## config.mk

```make
export PLATFORM = sky130hd
export DESIGN_NAME = vq_decode_unit
export DESIGN_NICKNAME = d
export VERILOG_FILES = /design/src/rtl/vq_pkg.sv /design/src/rtl/vq_codebook_regs.sv /design/src/rtl/vq_decode_unit.sv
export SDC_FILE = /design/constraint.sdc
export NUM_CORES = 1
export LEC_CHECK = 0
export ABC_CLOCK_PERIOD_IN_PS = 3150
export BUFFER_PORTS_ARGS = -buffer_cell sky130_fd_sc_hd__buf_2
export CAP_MARGIN = 20
export CORE_AREA = 5 5 324 263
export CTS_CLUSTER_DIAMETER = 200
export DETAILED_ROUTE_END_ITERATION = 10
export DIE_AREA = 0 0 329 268
export PLACE_DENSITY = 0.87
export SETUP_SLACK_MARGIN = 0.4
export SYNTH_ARGS = -nofsm -noshare
export SYNTH_HDL_FRONTEND = slang
export SYNTH_SLANG_ARGS = --single-unit
export TNS_END_PERCENT = 20
```

## constraint.sdc

```tcl
create_clock -name clk -period 3.15 [get_ports clk]
set_clock_uncertainty 0.2 [all_clocks]
set_input_delay 0 -clock clk [delete_from_list [all_inputs] [get_ports clk]]
set_output_delay 0 -clock clk [all_outputs]
set_load 0.05 [all_outputs]
```

## src/rtl/vq_pkg.sv

```systemverilog
// Shared widths and state type for the VQ compress/decompress datapaths.
// No logic; constants and types only.
// Both the compress side and vq_decode_unit import this so the index and pixel widths stay in lockstep.
package vq_pkg;

    localparam int PIX_W   = 8;                      // pixel width in bits
    localparam int VEC_LEN = 16;                     // pixels per codeword (4x4 block)
    localparam int CB_SIZE = 8;                      // codebook entries
    localparam int IDX_W   = $clog2(CB_SIZE);        // codebook index width
    localparam int POS_W   = $clog2(VEC_LEN);        // element position width
    localparam int ADDR_W  = IDX_W + POS_W;          // flat {entry, element} address
    localparam int CB_DEPTH = CB_SIZE * VEC_LEN;     // total stored elements

    typedef enum logic {
        IDLE = 1'b0,
        EMIT = 1'b1
    } vq_state_t;

endpackage

```

## src/rtl/vq_codebook_regs.sv

```systemverilog
// Codebook storage: CB_SIZE x VEC_LEN pixel registers, one write port, one async read port.
// Latency: write lands at the next clk edge; read is combinational from raddr.
// Backpressure: none; the caller gates we (writes are simply not issued while busy).
// Ports: clk/rst (sync, active-high, clears every element), we/waddr/wdata write port,
//        raddr/rdata read port, both addressed as {entry, element}.
module vq_codebook_regs
    import vq_pkg::*;
(
    input  logic              clk,
    input  logic              rst,
    input  logic              we,
    input  logic [ADDR_W-1:0] waddr,
    input  logic [PIX_W-1:0]  wdata,
    input  logic [ADDR_W-1:0] raddr,
    output logic [PIX_W-1:0]  rdata
);

    logic [PIX_W-1:0] mem [CB_DEPTH];

    always_ff @(posedge clk) begin
        if (rst) begin
            for (int i = 0; i < CB_DEPTH; i++) begin
                mem[i] <= '0;
            end
        end else if (we) begin
            mem[waddr] <= wdata;
        end
    end

    // Address space is exactly CB_DEPTH because both dimensions are powers of two.
    assign rdata = mem[raddr];

endmodule

```

## src/rtl/vq_decode_unit.sv

```systemverilog
// VQ decoder: expands each codebook index into VEC_LEN pixels, one per pix handshake.
// Latency: index accepted at edge N gives first pixel in cycle N+1; back-to-back vectors have no bubble.
// Backpressure: pix_ready low stalls the element counter; idx_ready in EMIT is pix_ready & pix_last (no skid).
// Ports: clk/rst (sync, active-high); cb_we/cb_waddr/cb_wdata codebook load, cb_drop pulses when a
//        write arrives while busy; idx_valid/idx_ready/idx_data index input; pix_valid/pix_ready/
//        pix_data/pix_pos/pix_last pixel output; busy high while a vector is being emitted.
module vq_decode_unit
    import vq_pkg::*;
(
    input  logic              clk,
    input  logic              rst,
    input  logic              cb_we,
    input  logic [ADDR_W-1:0] cb_waddr,
    input  logic [PIX_W-1:0]  cb_wdata,
    output logic              cb_drop,
    input  logic              idx_valid,
    output logic              idx_ready,
    input  logic [IDX_W-1:0]  idx_data,
    output logic              pix_valid,
    input  logic              pix_ready,
    output logic [PIX_W-1:0]  pix_data,
    output logic [POS_W-1:0]  pix_pos,
    output logic              pix_last,
    output logic              busy
);

    localparam logic [POS_W-1:0] LAST_POS = POS_W'(VEC_LEN - 1);

    vq_state_t        state;
    logic [IDX_W-1:0] idx_reg;
    logic [POS_W-1:0] cnt;
    logic             emitting;
    logic             cb_wr_en;

    assign emitting = (state == EMIT);

    // Codebook is frozen while a vector is in flight so a vector never mixes old and new data.
    assign cb_wr_en = cb_we & ~emitting;

    vq_codebook_regs u_cb (
        .clk   (clk),
        .rst   (rst),
        .we    (cb_wr_en),
        .waddr (cb_waddr),
        .wdata (cb_wdata),
        .raddr ({idx_reg, cnt}),
        .rdata (pix_data)
    );

    always_ff @(posedge clk) begin
        if (rst) begin
            state   <= IDLE;
            idx_reg <= '0;
            cnt     <= '0;
            cb_drop <= 1'b0;
        end else begin
            cb_drop <= cb_we & emitting;
            case (state)
                IDLE: begin
                    if (idx_valid) begin
                        idx_reg <= idx_data;
                        cnt     <= '0;
                        state   <= EMIT;
                    end
                end
                EMIT: begin
                    if (pix_ready) begin
                        if (cnt == LAST_POS) begin
                            cnt <= '0;
                            // A waiting index chains straight into the next vector.
                            if (idx_valid) begin
                                idx_reg <= idx_data;
                            end else begin
                                state <= IDLE;
                            end
                        end else begin
                            cnt <= cnt + 1'b1;
                        end
                    end
                end
            endcase
        end
    end

    assign pix_valid = emitting;
    assign busy      = emitting;
    assign pix_pos   = cnt;
    assign pix_last  = emitting & (cnt == LAST_POS);
    assign idx_ready = ~emitting | (pix_ready & pix_last);

endmodule
```

* Yosys cells after proc, flatten, opt, wreduce, memory -nomap -nowiden
Memories as Yosys holds them, arrays and structs flattened.
Cells that the tools add are included.
** Word-level totals
- Bits in registers :: 9
- Latch bits :: 0
- Memory bits (writable) :: 1024
- Memory bits (read-only) :: 0
- Input port bits :: 23
- Output and inout bits :: 17
- Logic and storage cells :: 39
- Memories kept :: 1
** Memories
- u_cb.mem :: depth 128, bits a word 8, read ports 1, clocked after Yosys merged registers in 0, write ports 128, RTL line vq_codebook_regs.sv:18 : logic [PIX_W-1:0] mem [CB_DEPTH];
** Operators by class
- $add $sub $neg :: 1
- Multiply operators :: 0
- Div/mod/pow operators :: 0
- $lt $le $gt $ge :: 0
- Eq/ne operators :: 4
- Shift operators :: 0
- Mux-type cells :: 20
- Bitwise gates (word level) :: 6
- Reduce and logical (&&, ||, !) cells :: 3
** Operators by type and width (number)
- $mux W4 :: 3
- $mux W1 :: 9
- $mux W3 :: 3
- $mux W8 :: 1
- $pmux W4 S2 :: 1
- $reduce_or A8 Y1 :: 1
- $mux W7 :: 1
- $pmux W3 S2 :: 1
- $add A4 B1 Y4 const B :: 1
- $and A1 B1 Y1 :: 4
- $eq A4 B4 Y1 const B :: 1
- $ne A2 B2 Y1 const B :: 2
- $reduce_and A2 Y1 :: 2
- $ne A2 B1 Y1 const B :: 1
- $pmux W1 S2 :: 1
- $not A1 Y1 :: 1
- $or A1 B1 Y1 :: 1

* Longest topological paths before layout
Gate-level depths: netlist (run 1).
- Depth after elaboration :: 7
- Depth in mapped cells :: 10
- Depth with buffers taken out :: 7

* By module
A second synthesis (run 1) with hierarchy kept.
** Unflattened totals
- Cells, all modules :: 2959
- Area, all modules :: 47652.0 sq um
** Modules (own cells, without submodules)
- vq_codebook_regs :: instances 1, cells an instance 2900, area an instance 47159.0 sq um, seq. area each 30749.5 sq um
- vq_decode_unit :: instances 1, cells an instance 59, area an instance 493.0 sq um, seq. area each 180.2 sq um

* Least setup slack after synthesis (run 1)
OpenSTA, ideal clock, no wires.
- Path type :: register to output
- From :: register cnt[2] (netlist: pix_pos[2])
- To :: output pix_data[2]
- Arrival time :: 2.726 ns
- Data required time :: 2.950 ns
- Path slack :: 0.224 ns
- Stages on the path, launching flop included :: 9
- Cells stage by stage :: dfxtp_1 > buf_4 > buf_2 > buf_1 > mux4_2 > nand2_1 > a31oi_1 > mux4_2 > mux2_2
** On the way
- Word-level cells in the longest chain between the ends :: 1
** Ends and longest elaborated chain
- start: declaration :: RTL line vq_decode_unit.sv:31 : logic [POS_W-1:0] cnt;
- start signal: assignment :: RTL line vq_decode_unit.sv:77 : cnt <= cnt + 1'b1;
- $mem_v2 Z128 W8
- end: declaration :: RTL line vq_decode_unit.sv:21 : output logic [PIX_W-1:0] pix_data,
Every way passes these cells.

* Final worst setup path (run 1)
- From :: register cnt[0] (netlist: pix_pos[0])
- To :: output pix_data[7]
Same word-level chain as after synthesis.

==> impl_metrics.py, run 1 <==
metrics = {
    "floorplan": {
        "die_y_um": 268,
        "die_w_um": 329,
        "ios": 40,
        "fp-row-count": 94,
        "die_area_mm2": 0.0882,
        "coreArea_mm2": 0.0815,
        "start_util": 0.595,
    },
    "synth": {
        "synth-edff-count": 1024,
        "synth_top_area_share": 0.634,
        "yosys_most_used_dff": "edfxtp_1",
        "yosysTopAreaCell": "edfxtp_1",
        "synth.top_cells.by_area": "edfxtp_1 (63%), and2_1 (13%), mux4_2 (6.7%)",
        "ys.warnings.count": 0,
        "netlist_area_mm2": 0.0485,
        "synth_common_cells": "edfxtp_1 (1024), and2_1 (1019), mux2i_1 (260), clkbuf_1 (186), mux4_2 (144)",
        "yosysSeqAreaShare": 0.638,
        "synth_most_common_cell": "edfxtp_1",
        "synth.distinct_cells": 35,
        "synth_seq_cells": 1033,
        "synth-async-reset-ratio": 0,
        "syn_area_per_cell_um2": 14.1,
        "syn-num-nets": 3467,
        "synthCells": 3443,
    },
    "clock_tree": {
        "cts-root-buf": "clkbuf_16",
        "cts.clk_slew.worst_paths_ns": 0.06,
        "cts_tree": "done",
        "cts_made_buffers": 102,
        "cts.path.max_buffers": 3,
        "insertion_delay_ns": 0.67,
        "htreeDepth": 3,
        "cts_sinks": 1033,
    },
    "sta": {
        "fin_crit_sh": 1.20,
        "period_needed_ns": 3.78,
        "max_freq_mhz": 264,
        "timing.final.ws_setup_ns": -0.634,
        "report.final.slew_viol_count": 0,
        "finalSetupViolCount": 8,
        "worst_pin_slew_ns": 1.07,
        "final_hold_viol_count": 0,
        "rsz0062_at_grt": "true",
        "slew-limit-headroom": 0.286,
        "finalSetupTns_ns": -4.48,
        "timing.hold.ws_ns": 0.165,
    },
    "place": {
        "place_area_mm2": 0.0511,
        "post-dp-hpwl_um": 78000,
        "port_buffers": 39,
        "dp_cells": 4555,
        "place_ws_ns": -0.168,
        "place_congestion": 0.911,
    },
    "global_route": {
        "grt_pass1_wl_um": 193000,
        "grt_max_degree": 138,
        "antenna_found_initial": 5,
        "grt_use_total": 0.292,
        "grt_overflow": 0,
        "grt_pass1_vias": 30300,
    },
    "worst_setup_path": {
        "startpoint": "pix_pos[0]$_SDFFE_PP0P_",
        "rr_startpoint": "busy$_SDFF_PP0_",
        "cp_num_cells": 10,
        "crit_type": "register to output port",
        "ff2ff_path_depth": 7,
        "path_common_cell": "buf_12",
        "start_kind": "register",
        "cp_max_fo": 15,
        "cp.required_ns": 2.95,
        "cp_cell_sequence": "buf_12 > buf_12 > buf_16 > mux2i_2 > a22oi_1 > a21oi_2 > a31oi_1 > mux4_2 > mux2_4 > buf_6",
        "path_buf_inv": 4,
        "end_kind": "output port",
        "critPathMaxStageDelay_ns": 0.56,
        "crit_family": "multiplexers",
        "cp.arrival_ns": 3.58,
        "slowest_stage": "mux4_2",
    },
    "route": {
        "wl_per_cell_um": 28.5,
        "drt_iter0_drc": 5473,
        "drc_errors": 0,
        "routed_wl_um": 138000,
        "final_antenna_net_count": 0,
        "dr.pass1.iters": 6,
        "vias": 31500,
        "vias_per_cell": 6.53,
    },
    "power": {
        "p_leak_nw": 20.5,
        "power_frac_comb": 0.078,
        "powerDensity_mw_per_mm2": 530,
        "clkPwrFrac": 0.399,
        "irDropWorstVdd_mv": 0.501,
        "p_total_mw": 30.0,
        "intPower_mw": 22.9,
        "netSwitchingPower_mw": 7.09,
        "p_seq_frac": 0.523,
        "swShare": 0.236,
    },
    "cells_and_area": {
        "seqCellArea_mm2": 0.0309,
        "fillers": 4718,
        "nNetsFinal": 3660,
        "drive_gt1_frac": 0.246,
        "fin_util": 0.695,
        "layout.cells.non_filler": 4832,
        "largest_register_ffs": 1024,
        "syn_to_final_growth_pct": 16.8,
        "multiInputGateArea_mm2": 0.0173,
        "final_cell_area_mm2": 0.0566,
    },
    "worst_hold_path": {
        "min_path_type": "primary input to register",
        "hp-start": "pix_ready",
        "hold_depth": 4,
    },
    "status": {
        "violations": "negative setup slack",
        "status": "finished, violations left",
    },
    "run": {
        "cap_violations": 0,
    },
}
## metal layers
metal,share of wire,up-vias,GRT usage,wire length (um)
li1,-,12900,-,-
met1,0.35,15500,0.405,48800
met2,0.45,2669,0.442,62700
met3,0.15,448,0.0965,20600
met4,0.040,6,0.0965,5570
met5,0.00032,-,0,44
## placed cells by master (no fill, tap or decap), types with 39 or more instances in the layout
| master | instances |
|---|---|
| a21oi_2 | 40 |
| a22oi_1 | 111 |
| and2_1 | 1018 |
| buf_12 | 39 |
| buf_4 | 214 |
| clkbuf_16 | 116 |
| edfxtp_1 | 1024 |
| mux2i_1 | 223 |
| mux4_2 | 144 |
| nand2_1 | 70 |
| nand2b_1 | 60 |
| nor2_1 | 133 |
| or2_2 | 127 |
## final timing paths
path | endpoint | slack (ns)
worst max-delay path | pix_data[7] | -0.63
worst min register to register | idx_reg[1]$_SDFFE_PP0P_ | 0.36
worst max register to register | u_cb.mem[53][3]$_SDFFCE_PN0P_ | 0.49
worst min-delay path | pix_pos[2]$_SDFFE_PP0P_ | 0.16
## power groups by stage
| stage | logic (mW) | registers (mW) | clock network, mW |
|---|---|---|---|
| finish | 2.34 | 15.7 | 12.0 |
| global route | 2.40 | 15.7 | 12.6 |
| CTS | 2.03 | 15.7 | 11.8 |
| detailed placement | 1.88 | 16.0 | 0 |
| global placement | 1.84 | 15.9 | 0 |
| floorplan | 1.20 | 15.9 | 0 |
## cells by family (layout without fill, tap and decap cells)
| family | after synthesis | after routing | share of synthesized area |
|---|---|---|---|
| flip-flops | 1033 | 1033 | 0.638 |
| multiplexers | 412 | 412 | 0.122 |
| buffers and inverters | 263 | 542 | 0.0253 |
| AND/OR/NAND/NOR | 1466 | 1466 | 0.178 |
| AO/OA/AOI/OAI | 268 | 268 | 0.0361 |
| adder cells (fa/ha/maj) | 1 | 1 | 0.000258 |
| other | 0 | 6 | 0 |
## repair_timing
action	in CTS	in global routing
endpoints found under the setup margin	24	187
gates resized for setup	73	172
gates cloned	6	12
hold buffers	28	0
hold endpoints to repair	555	0
pin swaps	11	26
buffers inserted	11	24
## tightest hold or removal path: cells and delay by family
family,cells,cell delay [ns]
buf+inv,2,0.72
compound gates,1,0.19
simple gates,1,0.07
## final cells by class
class / count / share of cell area
Inverter: 2 / 0.000133
Clock inverter: 64 / 0.00848
Sequential cell: 1033 / 0.546
Timing Repair Buffer: 350 / 0.0660
Antenna cell: 6 / 0.000265
Tap cell: 1104 / 0.0244
Multi-Input combinational cell: 2147 / 0.306
Clock buffer: 126 / 0.0486
Power figures use the tool's default switching activity.
==> inputs of run 2 (changes only) <==
--- a/config.mk
+++ b/config.mk
@@ -12,6 +12,7 @@
 export CTS_CLUSTER_DIAMETER = 200
 export DETAILED_ROUTE_END_ITERATION = 10
 export DIE_AREA = 0 0 329 268
+export MAX_ROUTING_LAYER = met4
 export PLACE_DENSITY = 0.87
 export SETUP_SLACK_MARGIN = 0.4
 export SYNTH_ARGS = -nofsm -noshare
==> constraint.sdc (replaced) <==
create_clock -name clk -period 3.15 [get_ports clk]
set_clock_uncertainty 0.2 [all_clocks]
set_input_delay 0 -clock clk [delete_from_list [all_inputs] [get_ports clk]]
set_output_delay 0 -clock clk [all_outputs]
set_load 0.01 [all_outputs]
==> run 2 against run 1 <==
Compared with the run above: the flow still finishes with violations (negative setup slack); critical path depth fell by 1; clock-buffer cell count rose by 2; sequential power barely moved; register-to-register slack barely moved; design area fell by 2.8%; utilization fell by 2.0 points; die area did not move; sequential share of layout area rose by 1.6 points; combinational power fell by 10%; critical path type unchanged; largest power group unchanged.
==> impl_metrics.py, run 2 (synthesis gave the netlist of run 1 again) <==
metrics = {
    "global_route": {
        "grt_pass1_vias": 29700,
        "grt_use_total": 0.300,
        "grt_max_degree": 132,
        "grt_pass1_wl_um": 192000,
        "grt_overflow": 0,
        "antenna_found_initial": 4,
    },
    "sta": {
        "fin_crit_sh": 1.17,
        "report.final.slew_viol_count": 0,
        "finalSetupViolCount": 8,
        "rsz0062_at_grt": "true",
        "timing.final.ws_setup_ns": -0.528,
        "worst_pin_slew_ns": 0.944,
        "slew-limit-headroom": 0.371,
        "max_freq_mhz": 272,
        "final_hold_viol_count": 0,
        "period_needed_ns": 3.68,
    },
    "floorplan": {
        "ios": 40,
        "die_y_um": 268,
        "fp-row-count": 94,
        "die_w_um": 329,
        "start_util": 0.595,
        "die_area_mm2": 0.0882,
        "coreArea_mm2": 0.0815,
    },
    "place": {
        "place_ws_ns": -0.0751,
        "port_buffers": 39,
        "place_congestion": 0.906,
        "post-dp-hpwl_um": 76500,
    },
    "worst_setup_path": {
        "r2r_end": "busy$_SDFF_PP0_",
        "crit_family": "multiplexers",
        "cp.required_ns": 2.95,
        "rr_startpoint": "pix_pos[0]$_SDFFE_PP0P_",
        "ff2ff_path_depth": 10,
        "cp_cell_sequence": "buf_12 > buf_12 > buf_12 > mux4_2 > nand2_1 > a31oi_4 > mux4_2 > mux2_4 > buf_2",
        "cp_num_cells": 9,
        "crit_type": "register to output port",
        "start_kind": "register",
        "slowest_stage": "mux4_2",
        "end_kind": "output port",
        "critPathMaxStageDelay_ns": 0.60,
        "startpoint": "pix_pos[0]$_SDFFE_PP0P_",
        "path_common_cell": "buf_12",
        "r2r_slack_ns": 0.48,
        "path_buf_inv": 4,
        "cp.arrival_ns": 3.48,
        "crit_end": "pix_data[5]",
        "cp_max_fo": 12,
    },
    "clock_tree": {
        "cts.path.max_buffers": 3,
        "cts_sinks": 1033,
        "cts_made_buffers": 101,
        "insertion_delay_ns": 0.69,
        "cts.clk_slew.worst_paths_ns": 0.07,
        "cts_tree": "done",
        "cts-root-buf": "clkbuf_16",
        "htreeDepth": 3,
    },
    "route": {
        "dr.pass1.iters": 6,
        "routed_wl_um": 129000,
        "met1Wirelength_um": 46400,
        "wl_per_cell_um": 27.5,
        "top_layer_used": "met4",
        "wl_met3_um": 19300,
        "drc_errors": 0,
        "vias": 30400,
        "vias_per_cell": 6.47,
        "wl_met2_um": 59000,
        "final_antenna_net_count": 0,
        "drt_iter0_drc": 4748,
    },
    "run": {
        "cap_violations": 0,
    },
    "cells_and_area": {
        "seqCellArea_mm2": 0.0309,
        "fin_util": 0.675,
        "final_common_cell": "edfxtp_1",
        "largest_register_ffs": 1024,
        "drive_gt1_frac": 0.198,
        "final_cell_mix": "edfxtp_1 (1024), and2_1 (1018), mux2i_1 (238), mux4_2 (144), or2_2 (127)",
        "fillers": 4953,
        "multiInputGateArea_mm2": 0.0169,
        "syn_to_final_growth_pct": 13.5,
        "nNetsFinal": 3527,
    },
    "status": {
        "violations": "negative setup slack",
        "status": "finished, violations left",
    },
    "power": {
        "irDropWorstVdd_mv": 0.501,
        "p_leak_nw": 19.6,
        "p_total_mw": 29.8,
        "powerDensity_mw_per_mm2": 542,
    },
    "worst_hold_path": {
        "min_path_type": "primary input to register",
    },
}
## run 2: final cells by class
cell class,instances,share of cell area
inverter,2,0.000136
clock buffer,128,0.0478
tap,1104,0.0251
antenna,6,0.000273
timing repair buffer,218,0.0454
clock inverter,59,0.0112
sequential,1033,0.562
multi-input combinational,2147,0.308
## run 2: report_power, final
group | internal, mW | leakage [nW] | switching (mW)
Clock | 6.70 | 1.57 | 5.32
Combinational | 0.772 | 7.31 | 1.33
Sequential | 15.5 | 10.8 | 0.192
## run 2: how the worst min path moves through the flow
stage           startpoint                 endpoint  cells past startpoint
2_1_floorplan  idx_data[0]  idx_reg[0]$_SDFFE_PP0P_                      2
5_1_grt                rst  idx_reg[0]$_SDFFE_PP0P_                      3
3_5_place_dp   idx_data[0]  idx_reg[0]$_SDFFE_PP0P_                      3
3_3_place_gp   idx_data[2]  idx_reg[2]$_SDFFE_PP0P_                      3
6_report               rst  idx_reg[0]$_SDFFE_PP0P_                      3
4_1_cts          pix_ready  pix_pos[2]$_SDFFE_PP0P_                      4
## run 2: layer usage
| metal | vias up | global-route usage |
|---|---|---|
| li1 | 12600 | - |
| met1 | 15000 | 0.411 |
| met2 | 2444 | 0.446 |
| met3 | 348 | 0.0823 |
| met4 | 0 | 0.0962 |
| met5 | - | - |
## run 2: timing repair
item	4_1_cts	5_1_grt
cloned	9	1
buffers inserted	15	3
hold endpoints to repair	725	0
hold buffers	30	0
endpoints found under the setup margin	8	92
gates resized for setup	105	34
pin swaps	8	2
## run 2: stage by stage
stage                     cell area, um^2  setup TNS (ns)  cells  hold WS (ns)
after global placement              50300         -0.0508   4446        0.0379
after detailed placement            50300         -0.0751   4446        0.0478
final                               55000           -4.11   4697         0.123
after global routing                55000           -4.32   4695         0.141
after CTS                           54800           -3.69   4687        0.0880
after floorplan                     48500               0   3443       -0.0528
## run 2: worst register-to-register path, stage by stage, from the launching register on
cell	delay, ns
dfxtp_4	0.38
buf_12	0.14
buf_16	0.16
buf_8	0.16
buf_16	0.15
ha_1	0.25
and3_2	0.26
nand2_1	0.10
nand2_1	0.10
a21oi_1	0.16
dlygate4sd3_1	0.57
